### src/rtl/matrix_pkg.sv
// Shared constants and types for the matrix-product datapath: bank geometry,
// reader FSM states and the 16-bit operand lane layout used by the operand path.
package matrix_pkg;

    localparam int N_SLOTS = 9;
    localparam int DATA_W  = 32;
    localparam int SEL_W   = 4;

    typedef enum logic {
        IDLE = 1'b0,
        SEND = 1'b1
    } state_t;

    // Operand word packs A in the low half and B in the high half.
    localparam int LANE_W = 16;
    localparam int A_LSB  = 0;
    localparam int A_MSB  = A_LSB + LANE_W - 1;
    localparam int B_LSB  = LANE_W;
    localparam int B_MSB  = B_LSB + LANE_W - 1;

endpackage

### src/rtl/result_stream_reader_if.sv
// Valid/ready result stream carrying one bank slot per transfer.
interface result_stream_reader_if #(
    parameter int DATA_W = 32,
    parameter int SEL_W  = 4
);
    logic [DATA_W-1:0] data;
    logic [SEL_W-1:0]  index;
    logic              last;
    logic              valid;
    logic              ready;

    modport master (output data, index, last, valid, input ready);
    modport slave  (input data, index, last, valid, output ready);
endinterface

### src/rtl/result_stream_reader.sv
// Walks the result bank slot by slot and streams each word downstream,
// one frame of N_SLOTS words per start request.
module result_stream_reader
    import matrix_pkg::*;
#(
    parameter int N_SLOTS = matrix_pkg::N_SLOTS,
    parameter int DATA_W  = matrix_pkg::DATA_W,
    parameter int SEL_W   = matrix_pkg::SEL_W
) (
    input  logic                  clk,
    input  logic                  reset,
    input  logic                  start,
    output logic [SEL_W-1:0]      rd_sel,
    input  logic [DATA_W-1:0]     rd_data,
    result_stream_reader_if.master m,
    output logic                  busy,
    output logic                  done
);

    localparam logic [SEL_W-1:0] LAST_SLOT = SEL_W'(N_SLOTS - 1);

    state_t            state, state_n;
    logic [SEL_W-1:0]  ptr, ptr_n;
    logic [DATA_W-1:0] data_n;
    logic [SEL_W-1:0]  index_n;
    logic              last_n, valid_n, done_n;

    assign rd_sel = ptr;

    always_comb begin
        state_n = state;
        ptr_n   = ptr;
        data_n  = m.data;
        index_n = m.index;
        last_n  = m.last;
        valid_n = m.valid;
        done_n  = 1'b0;
        unique case (state)
            IDLE: begin
                if (start) begin
                    data_n  = rd_data;
                    index_n = '0;
                    last_n  = (N_SLOTS == 1);
                    valid_n = 1'b1;
                    ptr_n   = (N_SLOTS == 1) ? '0 : SEL_W'(1);
                    state_n = SEND;
                end
            end
            SEND: begin
                if (m.valid && m.ready) begin
                    if (m.last) begin
                        valid_n = 1'b0;
                        last_n  = 1'b0;
                        ptr_n   = '0;
                        done_n  = 1'b1;
                        state_n = IDLE;
                    end else begin
                        data_n  = rd_data;
                        index_n = ptr;
                        last_n  = (ptr == LAST_SLOT);
                        // Wrap early so rd_sel never points past the last slot.
                        ptr_n   = (ptr == LAST_SLOT) ? '0 : ptr + SEL_W'(1);
                    end
                end
            end
            default: state_n = IDLE;
        endcase
    end

    always_ff @(posedge clk or negedge reset) begin
        if (!reset) begin
            state   <= IDLE;
            ptr     <= '0;
            m.data  <= '0;
            m.index <= '0;
            m.last  <= 1'b0;
            m.valid <= 1'b0;
            busy    <= 1'b0;
            done    <= 1'b0;
        end else begin
            state   <= state_n;
            ptr     <= ptr_n;
            m.data  <= data_n;
            m.index <= index_n;
            m.last  <= last_n;
            m.valid <= valid_n;
            busy    <= (state_n == SEND);
            done    <= done_n;
        end
    end

endmodule

### src/flat_wrapper.sv
// flat-port wrapper written by rule: the top's interface ports become plain ports
module result_stream_reader_flat import matrix_pkg::*;
#(
    parameter int N_SLOTS = matrix_pkg::N_SLOTS,
    parameter int DATA_W  = matrix_pkg::DATA_W,
    parameter int SEL_W   = matrix_pkg::SEL_W
)
  (clk, reset, start, rd_sel, rd_data, busy, done, m_data, m_index, m_last, m_valid, m_ready);
  result_stream_reader_if #(.DATA_W(DATA_W), .SEL_W(SEL_W)) m_i ();
  input  logic clk;
  input  logic reset;
  input  logic start;
  output logic [SEL_W-1:0] rd_sel;
  input  logic [DATA_W-1:0] rd_data;
  output logic busy;
  output logic done;
  output wire logic [$bits(m_i.data)-1:0] m_data;
  output wire logic [$bits(m_i.index)-1:0] m_index;
  output wire logic [$bits(m_i.last)-1:0] m_last;
  output wire logic [$bits(m_i.valid)-1:0] m_valid;
  input wire logic [$bits(m_i.ready)-1:0] m_ready;
  assign m_data = m_i.data;
  assign m_index = m_i.index;
  assign m_last = m_i.last;
  assign m_valid = m_i.valid;
  assign m_i.ready = m_ready;
  result_stream_reader #(.N_SLOTS(N_SLOTS), .DATA_W(DATA_W), .SEL_W(SEL_W)) u_core (.clk(clk), .reset(reset), .start(start), .rd_sel(rd_sel), .rd_data(rd_data), .m(m_i), .busy(busy), .done(done));
endmodule
### config.mk
export PLATFORM = sky130hd
export DESIGN_NAME = result_stream_reader_flat
export DESIGN_NICKNAME = d
export VERILOG_FILES = /design/src/rtl/matrix_pkg.sv /design/src/rtl/result_stream_reader_if.sv /design/src/rtl/result_stream_reader.sv /design/src/flat_wrapper.sv
export SDC_FILE = /design/constraint.sdc
export NUM_CORES = 1
export LEC_CHECK = 0
export BUFFER_PORTS_ARGS = -buffer_cell sky130_fd_sc_hd__buf_2
export CORE_ASPECT_RATIO = 0.8
export CORE_MARGIN = 1.5
export CORE_UTILIZATION = 40
export DETAILED_ROUTE_END_ITERATION = 8
export HOLD_SLACK_MARGIN = 0.08
export PLACE_DENSITY = 0.82
export SYNTH_ARGS = -nofsm -noshare
export SYNTH_HDL_FRONTEND = slang
export SYNTH_SLANG_ARGS = --single-unit
### constraint.sdc
create_clock -name clk -period 1.4 [get_ports clk]
set_input_delay 0 -clock clk [delete_from_list [all_inputs] [get_ports clk]]
set_output_delay 0 -clock clk [all_outputs]
set_load 0.03 [all_outputs]
==> metrics.md <==
| Metric | Value |
|---|---|
| GR peak layer | `met2` |
| Num CTS Buffers | `5` |
| YS warnings | `0` |
| Layout cell share with drive strength beyond 1 | `0.567` |
| Crit path max-delay family | `flip-flops` |
| Top post-synthesis cells by count | `dfrtp_1, mux2_2, nor2_1` |
| Number of global-route vias before repair | `approximately 1500` |
| Detailed Place HPWL | `2820 um` |
| Antenna violations before repair | `0` |
| Kind of critical path | `flop to flop` |
| Synth-to-layout area growth | `68.3%` |
| Count of final hold-check violations | `0` |
| Post-DR vias/cell | `around 4.9` |
| WP buf/inv | `2` |
| Post-route antenna net violation count | `0` |
| Post-Synthesis Cells | `117` |
| First-pass GRT wire length | `approximately 7000 um` |
| Synthesized area | `1750 um2` |
| RSZ-0062 raised after global routing | `yes` |
| Clock group share of total power | `0.122` |
| Fin crit period | `1430 ps` |
| Power Total | `7430 uW` |
| Peak supply drop | `992 uV` |
| Non-Filler Instances | `309` |
| Worst slew pin tran | `380 ps` |
| Worst setup margin | `-34.3 ps` |
| Pre-antenna DRT Iters | `4` |
| # DRC | `0` |
| GR Util met3 | `0.0555` |
| Area after DPL | `2310 um2` |
| # rows | `21` |
| Pleak | `approximately 0.0015 uW` |
| HP Class | `input pin to flop` |
| Routability cong. | `0.831` |
| Top cells by area, synth | `dfrtp_1, mux2_2, a22o_1` |
| Peak Freq | `between 600 and 700 MHz` |
| Status | `complete, but fails checks` |
| Post-synth EDFFs | `0` |
| CTS root buffer | `clkbuf_8` |
| Reg2reg path depth | `5` |
| Placed cells | `between 200 and 300` |
| Die ar. | `4770 um2` |
| Cell with the most instances after synthesis | `dfrtp_1` |
| Avg Cell Area, Syn | `14.9 um2` |
| Clk_skew | `10.7 ps` |
| Power Dens Cells | `2530 nW/um2` |
| Max-Cap Viols | `0` |
| Worst EP required | `1580 ps` |
| Max Root-Sink Buffers | `2` |
| Slew HR | `0.747` |
| Detailed-route via count | `1514` |
| CP peak stage delay | `~450 ps` |
| Initial core utilization | `0.418` |
| Drt wl/cell | `around 16 um` |
| CP Launch Type | `flop` |
| Fin area | `2940 um2` |
| Min-Delay Path Depth | `4` |
| Yosys top cell by area | `dfrtp_1` |
| Setup violators final | `10` |
| # IOs | `80` |
| # clock sinks | `44` |
| Die Y | `62.1 um` |
| Netlist cell types | `23` |
| Asr flop ratio synth | `1.00` |
| Clock-pin slew on the worst setup and hold paths | `80 ps` |
| Endpoint type of the worst setup path | `flop` |
| CTS tree | `done` |
| Comb pwr share | `0.568` |
| Largest net degree at the start of global routing | `19` |
| WP depth | `5` |
| Failing checks | `setup timing` |
| Flop pwr share | `0.310` |
| Main synth FF type | `dfrtp_1` |
| Final worst-path cycle share | `1.02` |
| Sw frac | `0.419` |
| N_diodes | `0` |
| Synth Register Bits | `44` |
| Total track usage | `0.197` |
| Initial DRC count | `slightly below 70` |
| Sw Pwr | `just over 3000 uW` |
| Met1 usage | `0.222` |
| Worst-Skew Late Latency | `290 ps` |
| Post-synth top area share | `0.631` |
| Core Region | `roughly 4200 um2` |
| Seq/Total Area, Yosys | `0.631` |
| CP max FO | `8` |
| Port Buffers | `between 70 and 80` |
| Critical-path top delay cell | `dfrtp_2` |
| Final net count | `290` |
| Global route overflow | `0` |
| Synthesized Nets | `155` |
| Routed WL | `a little over 5000 um` |
| Worst path arrival time | `1610 ps` |
| Final Max Slew Viols | `0` |
| Critical Path, Cell by Cell | `nand2b_4, o21ai_4, buf_4, buf_16, mux2_2` |
| Internal power | `approximately 4300 uW` |
| H-tree depth | `2` |
| Die width | `between 70 and 80 um` |
| Pre-CTS WS | `-0.0525 ps` |
| Met2 usage | `0.359` |
==> layout make-up <==
type | instances | area (um2)
Fill cell | 258 | 1240
Clock inverter | 1 | 30.0
Multi-Input combinational cell | 66 | 699
Timing Repair Buffer | 131 | 946
Sequential cell | 44 | 1100
Clock buffer | 6 | 72.6
Tap cell | 57 | 71.3
Inverter | 4 | 15.0
==> power groups by stage <==
stage          logic (uW)  registers [uW]  clock network, uW
2_1_floorplan        1150            3490                  0
3_3_place_gp         3420            2230                  0
3_5_place_dp         3500            2270                  0
4_1_cts              3820            2250                929
5_1_grt              4460            2370                983
6_report             4220            2300                909
==> cells in the final DEF, fill, tap and decap left out, drive strengths merged <==
master,synthesis,layout
buf,3,96
dfrtp,44,44
dlygate4sd3,0,34
mux2,32,32
clkbuf,0,7
nor2,5,5
o21ai,5,5
inv,4,4
a22o,4,4
nand3,3,3
and3,3,3
a21oi,2,2
ha,2,2
nand2b,2,2
nor2b,1,1
nor3,1,1
a31o,1,1
nand3b,1,1
o31ai,1,1
and4b,1,1
nor4,1,1
o211ai,1,1
bufinv,0,1
==> layer usage <==
| layer | vias to the layer above | wire length, um |
|---|---|---|
| li1 | 690 | - |
| met3 | 9 | 342 |
| met1 | 749 | 2030 |
| met2 | 66 | 2590 |
| met4 | 0 | 85 |
| met5 | - | 0 |
==> worst register-to-register path: stages (launching register included) <==
cell and delay, ps:
dfrtp_2 450, nand2b_4 160, o21ai_4 80, buf_4 170
buf_16 130, mux2_2 330
==> what timing repair did <==
item,in CTS,in global routing
buffers inserted,3,0
gates resized for setup,3,23
endpoints found under the hold margin,77,0
pin swaps,1,1
endpoints found under the setup margin,20,33
gates cloned,1,1
hold buffers,34,0
==> state kept, by name, summed over array words and instances, names as in the netlist <==
name and flops:
u_core.done 1, u_core.m.index 4, u_core.m.valid 1, u_core.busy 1, u_core.m.data 32, u_core.rd_sel 4
u_core.m.last 1
==> kinds of logic after synthesis <==
group,share of synthesized area
compound gates,0.0602
fa+ha+maj,0.0143
simple gates,0.0602
mux,0.206
buf+inv,0.0280
flops,0.631
==> path summary, 6_finish.rpt <==
check	startpoint	endpoint	slack, ps
min	m_ready	u_core.done	140
min reg2reg	u_core.m.index[2]	u_core.m.index[2]	500
min in group asynchronous	reset	u_core.m.data[27]	180
max in group asynchronous	reset	u_core.m.data[11]	680
max reg2reg	u_core.busy	u_core.m.data[1]	-30
max	u_core.busy	u_core.m.data[1]	-30
==> stage by stage <==
stage | hold WS, ps | utilization | TNS [ps]
after global routing | 152 | 0.703 | -1600
after floorplan | -296 | - | -2210
after CTS | 128 | 0.677 | -177
after detailed placement | -60.4 | 0.553 | -0.0525
final | 137 | 0.703 | -254
after global placement | -59.9 | 0.553 | 0
Note: power is estimated with default switching activity, not from simulation.
